File: src/rtl/riscv_pkg.sv
`default_nettype none
// ============================================================================
// Module      : riscv_pkg
// Description : Shared RV32I pipeline constants and the fetch FSM state type.
// Revision    : 1.0 - initial release
// ============================================================================
package riscv_pkg;

    localparam int          XLEN      = 32;
    localparam logic [31:0] NOP_INSTR = 32'h0000_0013;   // addi x0, x0, 0

    typedef enum logic [1:0] {
        FETCH = 2'd0,   // free to issue a request
        WAIT  = 2'd1,   // one request outstanding
        HOLD  = 2'd2,   // response parked while decode is stalled
        KILL  = 2'd3    // outstanding response belongs to a squashed path
    } fetch_state_t;

endpackage
`default_nettype wire

File: src/rtl/if_stage_if.sv
`default_nettype none
// ============================================================================
// Module      : if_stage_if
// Description : Instruction-memory request/response bus between the fetch
//               stage (master) and instruction memory (slave).
// Revision    : 1.0 - initial release
// ============================================================================
interface if_stage_if;
    import riscv_pkg::*;

    logic            imem_req;
    logic [XLEN-1:0] imem_addr;
    logic            imem_ready;
    logic            imem_rvalid;
    logic [XLEN-1:0] imem_rdata;

    modport master (
        output imem_req,
        output imem_addr,
        input  imem_ready,
        input  imem_rvalid,
        input  imem_rdata
    );

    modport slave (
        input  imem_req,
        input  imem_addr,
        output imem_ready,
        output imem_rvalid,
        output imem_rdata
    );

endinterface
`default_nettype wire

File: src/rtl/if_id_reg.sv
`default_nettype none
// ============================================================================
// Module      : if_id_reg
// Description : IF/ID pipeline register with write enable and a synchronous
//               flush that takes priority over the enable.
// Revision    : 1.0 - initial release
// ============================================================================
module if_id_reg
    import riscv_pkg::*;
(
    input  wire logic            clk,
    input  wire logic            rst,
    input  wire logic            i_we,
    input  wire logic            i_flush,
    input  wire logic [XLEN-1:0] i_pc,
    input  wire logic [XLEN-1:0] i_instr,
    input  wire logic            i_valid,
    output logic      [XLEN-1:0] o_pc,
    output logic      [XLEN-1:0] o_instr,
    output logic                 o_valid
);

    // Flush turns the slot into a NOP bubble but keeps the PC as-is.
    always_ff @(posedge clk or posedge rst) begin
        if (rst) begin
            o_pc    <= '0;
            o_instr <= NOP_INSTR;
            o_valid <= 1'b0;
        end else if (i_flush) begin
            o_instr <= NOP_INSTR;
            o_valid <= 1'b0;
        end else if (i_we) begin
            o_pc    <= i_pc;
            o_instr <= i_instr;
            o_valid <= i_valid;
        end
    end

endmodule
`default_nettype wire

File: src/rtl/if_stage.sv
`default_nettype none
// ============================================================================
// Module      : if_stage
// Description : RV32I instruction-fetch stage. Owns the PC, keeps a single
//               instruction-memory request outstanding and loads IF/ID.
// Revision    : 1.0 - initial release
// ============================================================================
module if_stage
    import riscv_pkg::*;
#(
    parameter logic [31:0] RESET_PC = 32'h0000_0000
) (
    input  wire logic            clk,
    input  wire logic            rst,
    input  wire logic            pc_write,
    input  wire logic            if_id_write,
    input  wire logic            redirect_valid,
    input  wire logic [XLEN-1:0] redirect_pc,
    if_stage_if.master           imem,
    output logic      [XLEN-1:0] if_id_pc,
    output logic      [XLEN-1:0] if_id_instr,
    output logic                 if_id_valid
);

    fetch_state_t    r_state;
    fetch_state_t    w_next_state;
    logic [XLEN-1:0] r_pc;
    logic [XLEN-1:0] r_req_pc;
    logic [XLEN-1:0] r_hold_instr;

    logic            w_req;
    logic            w_accept;
    logic            w_capture;
    logic [XLEN-1:0] w_redirect_target;

    logic            w_idr_we;
    logic [XLEN-1:0] w_idr_pc;
    logic [XLEN-1:0] w_idr_instr;
    logic            w_idr_valid;

    // Gated by rst so no request leaks out while reset is asserted.
    assign w_req             = (r_state == FETCH) && pc_write && !redirect_valid && !rst;
    assign w_accept          = w_req && imem.imem_ready;
    assign w_redirect_target = redirect_pc & ~32'h0000_0003;

    assign imem.imem_req  = w_req;
    assign imem.imem_addr = r_pc;

    // Fetch FSM state register.
    always_ff @(posedge clk or posedge rst) begin
        if (rst) begin
            r_state <= FETCH;
        end else begin
            r_state <= w_next_state;
        end
    end

    // Next state and IF/ID load control; redirect overrides everything.
    always_comb begin
        w_next_state = r_state;
        w_capture    = 1'b0;
        w_idr_we     = 1'b0;
        w_idr_pc     = if_id_pc;      // bubbles keep the old PC
        w_idr_instr  = NOP_INSTR;
        w_idr_valid  = 1'b0;

        if (redirect_valid) begin
            // A still-outstanding response must be swallowed in KILL.
            w_next_state = (r_state == WAIT && !imem.imem_rvalid) ? KILL : FETCH;
        end else begin
            case (r_state)
                FETCH: begin
                    w_idr_we = if_id_write;
                    if (w_accept) begin
                        w_next_state = WAIT;
                    end
                end
                WAIT: begin
                    if (imem.imem_rvalid) begin
                        if (if_id_write) begin
                            w_idr_we     = 1'b1;
                            w_idr_pc     = r_req_pc;
                            w_idr_instr  = imem.imem_rdata;
                            w_idr_valid  = 1'b1;
                            w_next_state = FETCH;
                        end else begin
                            w_capture    = 1'b1;
                            w_next_state = HOLD;
                        end
                    end else begin
                        w_idr_we = if_id_write;
                    end
                end
                HOLD: begin
                    // r_req_pc cannot change here since no request is issued.
                    if (if_id_write) begin
                        w_idr_we     = 1'b1;
                        w_idr_pc     = r_req_pc;
                        w_idr_instr  = r_hold_instr;
                        w_idr_valid  = 1'b1;
                        w_next_state = FETCH;
                    end
                end
                KILL: begin
                    w_idr_we = if_id_write;
                    if (imem.imem_rvalid) begin
                        w_next_state = FETCH;
                    end
                end
                default: begin
                    w_next_state = FETCH;
                end
            endcase
        end
    end

    // PC, in-flight request address and the one-entry hold buffer.
    always_ff @(posedge clk or posedge rst) begin
        if (rst) begin
            r_pc         <= RESET_PC;
            r_req_pc     <= RESET_PC;
            r_hold_instr <= NOP_INSTR;
        end else if (redirect_valid) begin
            r_pc         <= w_redirect_target;
            r_hold_instr <= NOP_INSTR;
        end else begin
            if (w_accept) begin
                r_req_pc <= r_pc;
                r_pc     <= r_pc + 32'd4;
            end
            if (w_capture) begin
                r_hold_instr <= imem.imem_rdata;
            end
        end
    end

    if_id_reg u_if_id_reg (
        .clk     (clk),
        .rst     (rst),
        .i_we    (w_idr_we),
        .i_flush (redirect_valid),
        .i_pc    (w_idr_pc),
        .i_instr (w_idr_instr),
        .i_valid (w_idr_valid),
        .o_pc    (if_id_pc),
        .o_instr (if_id_instr),
        .o_valid (if_id_valid)
    );

endmodule
`default_nettype wire

File: src/flat_wrapper.sv
// flat-port wrapper written by rule: the top's interface ports become plain ports
module if_stage_flat import riscv_pkg::*;
#(
    parameter logic [31:0] RESET_PC = 32'h0000_0000
)
  (clk, rst, pc_write, if_id_write, redirect_valid, redirect_pc, if_id_pc, if_id_instr, if_id_valid, imem_imem_req, imem_imem_addr, imem_imem_ready, imem_imem_rvalid, imem_imem_rdata);
  if_stage_if imem_i ();
  input  wire logic clk;
  input  wire logic rst;
  input  wire logic pc_write;
  input  wire logic if_id_write;
  input  wire logic redirect_valid;
  input  wire logic [XLEN-1:0] redirect_pc;
  output logic      [XLEN-1:0] if_id_pc;
  output logic      [XLEN-1:0] if_id_instr;
  output logic if_id_valid;
  output wire logic [$bits(imem_i.imem_req)-1:0] imem_imem_req;
  output wire logic [$bits(imem_i.imem_addr)-1:0] imem_imem_addr;
  input wire logic [$bits(imem_i.imem_ready)-1:0] imem_imem_ready;
  input wire logic [$bits(imem_i.imem_rvalid)-1:0] imem_imem_rvalid;
  input wire logic [$bits(imem_i.imem_rdata)-1:0] imem_imem_rdata;
  assign imem_imem_req = imem_i.imem_req;
  assign imem_imem_addr = imem_i.imem_addr;
  assign imem_i.imem_ready = imem_imem_ready;
  assign imem_i.imem_rvalid = imem_imem_rvalid;
  assign imem_i.imem_rdata = imem_imem_rdata;
  if_stage #(.RESET_PC(RESET_PC)) u_core (.clk(clk), .rst(rst), .pc_write(pc_write), .if_id_write(if_id_write), .redirect_valid(redirect_valid), .redirect_pc(redirect_pc), .imem(imem_i), .if_id_pc(if_id_pc), .if_id_instr(if_id_instr), .if_id_valid(if_id_valid));
endmodule
File: config.mk
export PLATFORM = sky130hd
export DESIGN_NAME = if_stage_flat
export DESIGN_NICKNAME = d
export VERILOG_FILES = /design/src/rtl/riscv_pkg.sv /design/src/rtl/if_stage_if.sv /design/src/rtl/if_id_reg.sv /design/src/rtl/if_stage.sv /design/src/flat_wrapper.sv
export SDC_FILE = /design/constraint.sdc
export NUM_CORES = 1
export LEC_CHECK = 0
export CORE_MARGIN = 2
export CORE_UTILIZATION = 50
export DETAILED_ROUTE_END_ITERATION = 7
export GPL_TIMING_DRIVEN = 0
export PLACE_DENSITY = 0.88
export SLEW_MARGIN = 5
export SYNTH_ARGS = -nofsm -noshare
export SYNTH_HDL_FRONTEND = slang
export SYNTH_HIERARCHICAL = 1
export SYNTH_SLANG_ARGS = --single-unit
File: constraint.sdc
create_clock -name clk -period 3.22 [get_ports clk]
set_input_delay 0.483 -clock clk [delete_from_list [all_inputs] [get_ports clk]]
set_output_delay 0.483 -clock clk [all_outputs]
set_load 0.01 [all_outputs]
==> flow_metrics.tcl, run 1 <==
set metrics [dict create \
    viasPerCell 6.002 \
    worstHoldEndpoint "u_core/r_req_pc[29]" \
    cts_resized 0 \
    power.density_mw_per_mm2 551.2 \
    dpl.hpwl_um 15710 \
    dieArea_mm2 0.01678 \
    n_fill_cell 1129 \
    worstRegToRegCells 10 \
    gp_congestion 0.9427 \
    first_pass_iters 5 \
    synth_cell_type_count 64 \
    status "finished clean" \
    fmax_mhz 355.2 \
    grt_overflow 0 \
    grt_max_degree 66 \
    clock-root-buffer "clkbuf_16" \
    die_h_um 129.5 \
    postCtsHoldBufs 0 \
    layout_common_cells "164 x clkdlybuf4s50_1, 153 x dfrtp_1, 108 x nand2_1" \
    worst_pin_slew_ns 0.8548 \
    cts.path.max_buffers 2 \
    start_util 0.5145 \
    hold_class "reg -> reg" \
    maxSlewViolCount 0 \
    io_pins 169 \
    start_kind "input pin" \
    reg2reg_to "u_core/u_if_id_reg/o_instr[28]" \
    power_w 0.005744 \
    ys_async_sr_fraction 1.000 \
    critPathArrivalTime_ns 3.13 \
    final_util 0.6806 \
    whs_path_depth 2 \
    drive_above_1_share 0.1231 \
    hold_viol 0 \
    drc 0 \
    min_period_over_period 0.8742 \
    clk_latency_ns 0.44 \
    syn_inst 736 \
    setup-violations-final 0 \
    ys_seq_area_frac 0.5060 \
    synth-main-ff-cell "dfrtp_1" \
    fp.dieW_um 129.5 \
    drtAntennaViolNets 0 \
    clock-skew-final_ns 0.009649 \
    cap_viol_max_count 0 \
    clk_pin_slew_worst_paths_ns 0.06 \
    cts_tree "done" \
    cts_max_level 4 \
    crit_type "in -> reg" \
    numCtsBuffers 17 \
    fin_crit_ns 2.815 \
    irDropWorstVdd_mv 0.4529 \
    critPathLaunch "redirect_valid" \
    core_area_mm2 0.01531 \
    slew_headroom 0.4301 \
    num_rows 45 \
    reg2reg_slack_ns 0.65 \
    timing.rr.start "u_core/r_state[1]" \
    drtIter0Drc 792 \
    routed_wl_um 22620 \
    num_vias 6878 \
    antenna_found_initial 1 \
    tns_ns 0 \
    cp_max_fo 10 \
    synth_edf_count 0 \
    first_global_vias 6664 \
    synthesis.area_mm2 0.007879 \
    yosysWarnings 6 \
    min_from "u_core/r_req_pc[29]" \
    grt_use_total 0.2790 \
    cp.required_ns 3.53 \
    rsz0062_at_grt "false" \
    area_delta_synth_final_pct 32.29 \
    cts_setup_buffers 0 \
    syn_avg_cell_area_um2 10.70 \
    cts_sinks 159 \
    grt_pass1_wl_um 35940 \
    wl_per_cell_um 19.74 \
    fin_nets 998 \
    ys_seq_elements 159 \
    critPathCaptureType "flip-flop" \
    portBuffers 164 \
    p_leak_nw 4.535 \
    layout_commonest_cell "clkdlybuf4s50_1" \
]
==> cell type report <==
cell class | instances | area, µm² | share of cell area
Sequential cell | 159 | 3986 | 0.3825
Multi-Input combinational cell | 504 | 3518 | 0.3376
Timing Repair Buffer | 165 | 1669 | 0.1601
Clock buffer | 17 | 425.4 | 0.04082
Buffer | 62 | 332.8 | 0.03193
Tap cell | 211 | 264.0 | 0.02533
Clock inverter | 15 | 173.9 | 0.01669
Inverter | 12 | 50.05 | 0.004802
Antenna cell | 1 | 2.502 | 0.0002401
==> through the flow <==
step / instances / worst slack (ns) / instance area, µm² / hold WS (ns)
after floorplan: 737 / 0.2933 / 7883 / 0.4467
after global placement: 1112 / -1.232 / 9788 / 0.4609
after detailed placement: 1113 / 0.02858 / 9821 / 0.4675
after CTS: 1145 / 0.4488 / 10420 / 0.4832
after global routing: 1146 / 0.2922 / 10420 / 0.4962
final: 1146 / 0.4051 / 10420 / 0.4825
==> synthesized netlist by cell type (all sizes together), types with 11 or more instances <==
cell    number  area [µm²]
nor2        68       255.2
mux2        33       484.2
buf         33       222.7
dfrtp      153        3829
inv         11       41.29
o311ai      13       113.9
a22o        59       516.8
nand2      109       416.7
o21ai       12       60.06
a22oi       34       255.2
nand4       15       123.9
clkbuf      29       110.1
nand3       16       80.08
mux2i       30       300.3
or4         11       82.58
==> worst max-delay path by stage <==
stage | slack, ns | end | cells after the start
after floorplan | 0.29 | u_core/imem.imem_addr[10] | 1
after global placement | -1.23 | u_core/r_hold_instr[15] | 2
after detailed placement | 0.03 | u_core/u_if_id_reg/o_pc[15] | 9
after CTS | 0.45 | imem_imem_req | 5
after global routing | 0.29 | u_core/u_if_id_reg/o_pc[15] | 9
final | 0.41 | u_core/u_if_id_reg/o_pc[15] | 9
==> logic make-up (layout without fill, tap and decap cells) <==
group,Yosys count,in the layout,share of synthesized area
other,1,3,0.0004760
DFF,159,159,0.5060
xor gates and xnor gates,1,1,0.001112
and+or+nand+nor,266,266,0.1652
adders and majority gates,6,6,0.009528
buffers and inverters,74,271,0.04796
muxes,63,63,0.09957
AOI/OAI and AO/OA,166,166,0.1702
==> flip-flops by register name, summed over array words and instances, names as in the netlist <==
register	flops
u_core/imem.imem_addr	30
u_core/r_hold_instr	32
u_core/r_req_pc	30
u_core/r_state	2
u_core/u_if_id_reg/o_instr	32
u_core/u_if_id_reg/o_pc	32
u_core/u_if_id_reg/o_valid	1
==> critical path, cell delays in order <==
cell	delay, ns
clkdlybuf4s50_1	0.69
clkbuf_1	0.48
clkbuf_1	0.48
nor2b_1	0.11
buf_6	0.17
nor2b_4	0.12
buf_6	0.13
buf_6	0.15
mux2_4	0.30
==> power breakdown <==
| group | leakage (nW) | internal, W | total [W] | switching, W |
|---|---|---|---|---|
| clock network | 0.281 | 0.00116 | 0.00204 | 0.000875 |
| logic | 2.15 | 0.000533 | 0.00117 | 0.000633 |
| registers | 2.11 | 0.00229 | 0.00254 | 0.000255 |
| total | 4.54 | 0.00398 | 0.00574 | 0.00176 |
==> per-layer routing <==
layer | GRT usage | up-vias | routed length (µm)
met3 | 0.06235 | 56 | 1765
met2 | 0.4149 | 370 | 10510
met4 | 0.1031 | 0 | 615
met5 | 0 | - | 0
met1 | 0.4036 | 3382 | 9736
li1 | - | 3070 | -
Power figures use the tool's default switching activity.
==> inputs of run 2 (changes only) <==
CTS_CLUSTER_SIZE = 12   (was unset)
==> results of run 2 <==
The final DEF is identical to that of run 1; final timing and power are the same.
==> inputs of run 3 (changes only) <==
CTS_CLUSTER_SIZE = 24   (was 12)
clock period = 3.4 ns   (was 3.22 ns; I/O delays follow)
==> results of run 3 <==
Same layout as run 1 (identical final DEF). Status: finished clean.
Among the figures that moved: setup slack after placement 0.02858 ns -> 0.1816 ns; setup slack after layout 0.4051 ns -> 0.5544 ns; end point of the critical path u_core/u_if_id_reg/o_pc[15] -> imem_imem_req; register-to-register setup slack 0.65 ns -> 0.83 ns; total power 0.005744 W -> 0.005440 W; worst IR drop on VDD 0.4529 mV -> 0.4289 mV
